<file path="src/rtl/key_press_conditioner.sv">
// key_press_conditioner: synchronises, debounces and edge-detects active-low
// push-buttons. Per key: PRESS / RELEASE one-cycle pulses and a HELD level.
// Optional auto-repeat is built when the macro KEY_REPEAT_EN is defined;
// otherwise REPEAT is tied low and no repeat counters exist.

module key_press_conditioner #(
    parameter int unsigned NUM_KEYS        = 2,
    parameter int unsigned DEBOUNCE_CYCLES = 500000,
    parameter int unsigned CNT_W           = 20,
    parameter int unsigned REPEAT_DELAY    = 25000000,
    parameter int unsigned REPEAT_PERIOD   = 5000000
) (
    input  logic                CLK,
    input  logic                RST_N,
    input  logic [NUM_KEYS-1:0] KEY,
    output logic [NUM_KEYS-1:0] PRESS,
    output logic [NUM_KEYS-1:0] RELEASE,
    output logic [NUM_KEYS-1:0] HELD,
    output logic [NUM_KEYS-1:0] REPEAT
);

    localparam logic [1:0] ST_IDLE      = 2'd0;
    localparam logic [1:0] ST_PRESS_CHK = 2'd1;
    localparam logic [1:0] ST_HELD      = 2'd2;
    localparam logic [1:0] ST_REL_CHK   = 2'd3;

    localparam logic [CNT_W-1:0] CNT_LAST = CNT_W'(DEBOUNCE_CYCLES - 1);

    // Elaboration-time parameter sanity checks
    if (DEBOUNCE_CYCLES < 2) begin : g_bad_debounce
        $error("DEBOUNCE_CYCLES must be >= 2");
    end
    if (((DEBOUNCE_CYCLES - 1) >> CNT_W) != 0) begin : g_bad_cnt_w
        $error("CNT_W too narrow for DEBOUNCE_CYCLES-1");
    end
    if ((REPEAT_DELAY < 1) || (REPEAT_PERIOD < 1)) begin : g_bad_repeat
        $error("REPEAT_DELAY and REPEAT_PERIOD must be >= 1");
    end

`ifdef KEY_REPEAT_EN
    localparam int unsigned RPT_MAX = (REPEAT_DELAY > REPEAT_PERIOD) ? REPEAT_DELAY : REPEAT_PERIOD;
    localparam int unsigned RCNT_W  = (RPT_MAX > 1) ? $clog2(RPT_MAX) : 1;
    localparam logic [RCNT_W-1:0] RCNT_DELAY_LAST  = RCNT_W'(REPEAT_DELAY - 1);
    localparam logic [RCNT_W-1:0] RCNT_PERIOD_LAST = RCNT_W'(REPEAT_PERIOD - 1);
`endif

    logic [NUM_KEYS-1:0] sync1_q;
    logic [NUM_KEYS-1:0] sync2_q;

    // Two-flop synchroniser; resets to the released level
    always_ff @(posedge CLK) begin
        if (!RST_N) begin
            sync1_q <= '1;
            sync2_q <= '1;
        end else begin
            sync1_q <= KEY;
            sync2_q <= sync1_q;
        end
    end

    for (genvar k = 0; k < NUM_KEYS; k++) begin : g_key
        logic             s;
        logic [1:0]       state_q, state_d;
        logic [CNT_W-1:0] cnt_q, cnt_d;
        logic             press_q, press_d;
        logic             release_q, release_d;
        logic             held_q, held_d;

        assign s = sync2_q[k];

        // Debounce FSM next state: a change is accepted after a full stable window
        always_comb begin
            state_d   = state_q;
            cnt_d     = cnt_q;
            press_d   = 1'b0;
            release_d = 1'b0;
            case (state_q)
                ST_IDLE: begin
                    if (!s) begin
                        state_d = ST_PRESS_CHK;
                        cnt_d   = '0;
                    end
                end
                ST_PRESS_CHK: begin
                    if (s) begin
                        state_d = ST_IDLE;
                        cnt_d   = '0;
                    end else if (cnt_q == CNT_LAST) begin
                        state_d = ST_HELD;
                        cnt_d   = '0;
                        press_d = 1'b1;
                    end else begin
                        cnt_d = cnt_q + CNT_W'(1);
                    end
                end
                ST_HELD: begin
                    if (s) begin
                        state_d = ST_REL_CHK;
                        cnt_d   = '0;
                    end
                end
                ST_REL_CHK: begin
                    if (!s) begin
                        state_d = ST_HELD;
                        cnt_d   = '0;
                    end else if (cnt_q == CNT_LAST) begin
                        state_d   = ST_IDLE;
                        cnt_d     = '0;
                        release_d = 1'b1;
                    end else begin
                        cnt_d = cnt_q + CNT_W'(1);
                    end
                end
                default: begin
                    state_d = ST_IDLE;
                    cnt_d   = '0;
                end
            endcase
            held_d = (state_d == ST_HELD) || (state_d == ST_REL_CHK);
        end

        // Debounce FSM state and registered outputs
        always_ff @(posedge CLK) begin
            if (!RST_N) begin
                state_q   <= ST_IDLE;
                cnt_q     <= '0;
                press_q   <= 1'b0;
                release_q <= 1'b0;
                held_q    <= 1'b0;
            end else begin
                state_q   <= state_d;
                cnt_q     <= cnt_d;
                press_q   <= press_d;
                release_q <= release_d;
                held_q    <= held_d;
            end
        end

        assign PRESS[k]   = press_q;
        assign RELEASE[k] = release_q;
        assign HELD[k]    = held_q;

`ifdef KEY_REPEAT_EN
        logic [RCNT_W-1:0] rcnt_q, rcnt_d;
        logic              rphase_q, rphase_d;
        logic              repeat_q, repeat_d;

        // Auto-repeat timer: runs only while stably held, frozen during release check
        always_comb begin
            rcnt_d   = rcnt_q;
            rphase_d = rphase_q;
            repeat_d = 1'b0;
            if ((state_q == ST_PRESS_CHK) && (state_d == ST_HELD)) begin
                rcnt_d   = '0;
                rphase_d = 1'b0;
            end else if ((state_q == ST_HELD) && !s) begin
                if (rcnt_q == (rphase_q ? RCNT_PERIOD_LAST : RCNT_DELAY_LAST)) begin
                    repeat_d = 1'b1;
                    rcnt_d   = '0;
                    rphase_d = 1'b1;
                end else begin
                    rcnt_d = rcnt_q + RCNT_W'(1);
                end
            end
        end

        // Auto-repeat registers
        always_ff @(posedge CLK) begin
            if (!RST_N) begin
                rcnt_q   <= '0;
                rphase_q <= 1'b0;
                repeat_q <= 1'b0;
            end else begin
                rcnt_q   <= rcnt_d;
                rphase_q <= rphase_d;
                repeat_q <= repeat_d;
            end
        end

        assign REPEAT[k] = repeat_q;
`else
        assign REPEAT[k] = 1'b0;
`endif
    end

endmodule

</file>
<file path="config.mk">
export PLATFORM = sky130hd
export DESIGN_NAME = key_press_conditioner
export DESIGN_NICKNAME = d
export VERILOG_FILES = /design/src/rtl/key_press_conditioner.sv
export SDC_FILE = /design/constraint.sdc
export NUM_CORES = 1
export LEC_CHECK = 0
export ABC_AREA = 1
export CORE_MARGIN = 5
export CORE_UTILIZATION = 50
export DETAILED_ROUTE_END_ITERATION = 10
export PLACE_DENSITY = 0.68
export SYNTH_ARGS = -nofsm -noshare
export SYNTH_HDL_FRONTEND = slang
export SYNTH_SLANG_ARGS = --single-unit
</file>
<file path="constraint.sdc">
create_clock -name CLK -period 2.5 [get_ports CLK]
set_input_delay 0.5 -clock CLK [delete_from_list [all_inputs] [get_ports CLK]]
set_output_delay 0.5 -clock CLK [all_outputs]
set_load 0.01 [all_outputs]
</file>
# Word-level counts from Yosys, hierarchy flattened
# Cells that the tools add are included.
# Widths: inputs -> output; s select.
# classes
n_mux,28
n_reduce_logical,10
eq_ne,16
n_bitwise,3
addsub,2
# op_table
cell,count
$mux 20,10
$pmux 20 s4,2
$add 20x1->20 const B,2
$eq 20x19->1 const B,2
$mux 2,12
$eq 2x2->1 const B,8
$pmux 2 s4,2
$ne 2x2->1 const B,4
$reduce_and 3->1,2
$reduce_or 3->1,2
$eq 2x1->1 const B,2
$logic_not 2->1,2
$reduce_and 2->1,2
$not 1->1,3
$logic_or 1x1->1,2
$mux 1,2
# totals
elab_cells,71
output_inout_bits,8
in_bits,4
regBits,54

# Depth between registers and ports, before layout
# logic_depth
ltp_word,6
depth_mapped,11
mapped_depth_nobuf,10

# Least setup slack after synthesis
# OpenSTA, ideal clock, no wires.
# synth_path
path_kind,register -> register
from,register g_key[0].cnt_q[0]
to,register g_key[0].cnt_q[14]
synth_period_minus_slack_ns,1.476
n_path_buf,1
t_arrival_ns,1.359
required_time_ns,2.383
stages_incl_launch_ff,12
setup_ns,0.117
path_slack_ns,1.024
path_cell_list,dfxtp_1 ha_1 nand2_2 nor2_4 inv_1 nor2_2 nand3_2 nand2_2 nand2_4 nand2_8 buf_12 nor2_1
# synth_between
elab_chain_len,4
word_cells_on_any_way,6
classes_between,add/sub: 1; eq/ne: 1; mux: 4
# synth_lines
element,line_no,source
start: declaration,64,"logic [CNT_W-1:0] cnt_q, cnt_d;"
start signal: assignment,132,cnt_q <= cnt_d;
$add 20x1->20 or $eq 20x19->1 (tied branches),n/a,
$mux 20 (*),"88, 106",
"$mux 20, on equally long branches","103, 85",
$pmux 20 s4 (*),77,case (state_q)
# Every way passes the cells marked *; elsewhere a longest branch is shown, timed or not.
# A chain may end at the register's enable or synchronous reset.

==> key figures <==
CTS
  • Clock Latency Late Sink: about 0.31 ns
  • Cts repair resizes: 0
  • Clock buffer depth: 2
  • Clock transition at the registers of the reported paths: 0.09 ns
  • H-tree levels: 2
  • Post-CTS Setup Inserts: 0
  • Clock sinks: 53
  • Hold-fix buffers, CTS: 0
  • CTS tree: done
  • Num CTS Buffers: 5
  • Root Buffer: clkbuf_8

Logic synthesis
  • Synth area leader: dfxtp_1
  • Synth warn: 0
  • Post-synthesis sequential area ratio: 0.357
  • Post-synth top area share: 0.357
  • Syn avg cell area: 6.85 µm²
  • Top cells by area, synth: dfxtp_1 36%, nand2_1 13%, inv_1 8.1%
  • Cells after synthesis: 434
  • Synth cell types: 34
  • Seq cells post-synth: between 50 and 60
  • Synth Area in Compound Gates: 0.0526
  • XOR/XNOR Fraction of Synth Area: 0.0354
  • Main combinational cell family by area after synthesis: simple AND/OR/NAND/NOR gates
  • Synthesized cell area: 2970 µm²
  • Synth Area in Simple Gates: 0.425
  • Adder-Cell Fraction of Synth Area: 0.00842
  • Multiplexer area fraction after synthesis: 0.00337

Power and ir drop
  • Sw frac: 0.231
  • Pwr dens: between 400 and 500 nW/µm²
  • Power Total: between 0.001 and 0.0015 W
  • Switching power: around 0.00033 W
  • Int Power: roughly 0.0011 W
  • Pleak: roughly 1.2 nW
  • VDD IR max: 0.368 mV
  • Comb pwr share: 0.044
  • Seq pwr share: 0.603
  • Clock share of power: 0.352

Route
  • Post-DRT Antenna Nets: 0
  • Via count: 2543
  • DRC Markers: 0
  • Met3 routed WL: 302 µm
  • Final wirelength: just under 6 mm
  • Wire per inst: 11.3 µm
  • Initial DRT Pass Iterations: 4
  • Highest routed layer: met4
  • Met1 WL: roughly 3.0 mm
  • Via/cell ratio: a little under 5
  • 1st-iter DRT viols: roughly 190
  • Met2 WL post-DR: roughly 2.4 mm

STA
  • Endpoints failing hold: 0
  • WHS: 0.416 ns
  • Fin crit share: 0.705
  • RSZ-0062 raised after global routing: no
  • Final setup viols: 0
  • Fmax: approximately 570 MHz
  • Setup TNS: 0 ns
  • Min Clock Period, post-route: approximately 1.8 ns
  • Pins Over Slew Limit: 0
  • Skew final: 0.0113 ns

GRT
  • First-pass GRT wire length: 10.4 mm
  • Global Route Usage Sum: 0.169
  • Vias in the first global route: about 2300
  • Largest net degree at the start of global routing: 18
  • GRT Residual Overflow: 0
  • Initial antenna violation count: 0

Setup path
  • Cell Chain, Critical Path: clkdlybuf4s50_1
  • Worst Path Arrival: 1.26 ns
  • Worst endpoint required time: 2.00 ns
  • WS Path Type: flop to primary output
  • Worst Reg-to-Reg Cells: 8
  • Crit. End Element: primary output
  • Delay-heaviest family, CP: buffers and inverters
  • Crit-path max FO: 5
  • Crit start category: flop
  • CP bufs+invs: 1
  • Slowest CP cell: clkdlybuf4s50_1
  • CP max stage delay: 0.56 ns
  • Total stage count of the critical path: 1

Cells and area
  • Antenna Cells: 0
  • Design area: about 3200 µm²
  • Final nets: approximately 450
  • Utilization after layout: 0.538
  • Layout cells sized above 1: 0.109
  • P&R area growth vs syn: 6.02%

Floorplanning
  • Die Span Y: about 87 µm
  • Top Ports: 12
  • Die area: 7580 µm²
  • Initial Utilization: 0.508
  • Die W: ~87 µm
  • Placeable Area: 5850 µm²
  • Row cnt: 28

Placement
  • DP HPWL: roughly 4.4 mm
  • Placed Area: 3060 µm²
  • GP Congestion: roughly 0.84
  • IO buf count: 9

Hold path
  • HP Class: flop to flop
  • Cell depth of the worst hold path: 1

Outcome
  • Run status: finished, final reports clean

Flow run
  • Max-Cap Viols: 0
-- registers in the layout, summed over array words and instances, names as in the netlist --
name,count
g_key.release_q,2
g_key.cnt_q,40
sync2_q,2
g_key.held_q,1
sync1_q,2
g_key.press_q,2
g_key.state_q,4
-- per-stage QoR --
step / worst slack [ns] / std cells
final: 0.737 / 515
after global routing: 0.626 / 515
after CTS: 0.708 / 515
after detailed placement: 0.800 / 508
after global placement: 0.840 / 508
after floorplan: 1.02 / 435
-- worst paths after layout --
| check | from | to | slack, ns |
|---|---|---|---|
| worst max-delay path | g_key[1].state_q[1]$_SDFF_PN0_ | HELD[1] | 0.74 |
| worst max register to register | g_key[1].cnt_q[1]$_SDFFE_PN0P_ | g_key[1].cnt_q[10]$_SDFFE_PN0P_ | 0.85 |
| worst min register to register | sync1_q[0]$_SDFF_PN1_ | sync2_q[0]$_SDFF_PN1_ | 0.42 |
| worst min-delay path | sync1_q[0]$_SDFF_PN1_ | sync2_q[0]$_SDFF_PN1_ | 0.42 |
-- logic make-up (layout without fill, tap and decap cells) --
logic type | count (synthesis) | in the layout
muxes | 1 | 1
DFF | 53 | 53
other | 1 | 2
AOI/OAI and AO/OA | 30 | 30
and+or+nand+nor | 259 | 259
adders and majority gates | 2 | 2
xor gates and xnor gates | 12 | 12
buffers and inverters | 76 | 81
-- power groups by stage --
stage	clock (W)	combinational [W]	sequential, W
2_1_floorplan	0	0.0000562	0.000872
3_3_place_gp	0	0.0000617	0.000873
3_5_place_dp	0	0.0000632	0.000873
4_1_cts	0.000516	0.0000635	0.000853
5_1_grt	0.000557	0.0000699	0.000855
6_report	0.000498	0.0000625	0.000853
-- per-layer routing --
| layer | up-vias | global-route usage |
|---|---|---|
| li1 | 1362 | - |
| met1 | 1124 | 0.250 |
| met2 | 52 | 0.251 |
| met3 | 5 | 0.0331 |
| met4 | 0 | 0.0404 |
| met5 | - | 0 |
-- cell usage after synthesis --
cell,n
nand2_2,4
o21ai_2,1
nand3b_1,2
dfxtp_1,53
clkbuf_1,1
o21ai_0,16
nor2_1,59
nor3_1,6
nor2_2,14
or2_2,4
o21ai_1,1
buf_4,8
xor2_1,10
buf_12,1
nand3_1,32
ha_1,2
and2_1,1
mux2i_1,1
nor3_2,3
nand2_4,2
nand2_8,1
o22ai_1,2
nand3_4,1
buf_6,2
nor2_4,6
a21oi_1,10
nand4_1,15
inv_1,64
nor4_1,2
xnor2_1,2
or2_0,1
nand2_1,102
conb_1,1
nand3_2,4
-- final cells by class --
class / count / area (µm²)
timing repair buffer: 10 / 97.6
fill: 561 / 2700
sequential: 53 / 1060
clock inverter: 1 / 7.51
clock buffer: 6 / 82.6
tap: 75 / 93.8
multi-input combinational: 306 / 1570
inverter: 64 / 240
-- placed cells by master, fill, tap and decap left out, drive strengths merged --
cell type,synthesis,layout
a21oi,10,10
and2,1,1
buf,11,1
clkbuf,1,6
clkdlybuf4s50,0,9
clkinvlp,0,1
conb,1,2
dfxtp,53,53
ha,2,2
inv,64,64
mux2i,1,1
nand2,109,109
nand3,37,37
nand3b,2,2
nand4,15,15
nor2,79,79
nor3,9,9
nor4,2,2
o21ai,18,18
o22ai,2,2
or2,5,5
xnor2,2,2
xor2,10,10
(Power assumes the default switching activity.)
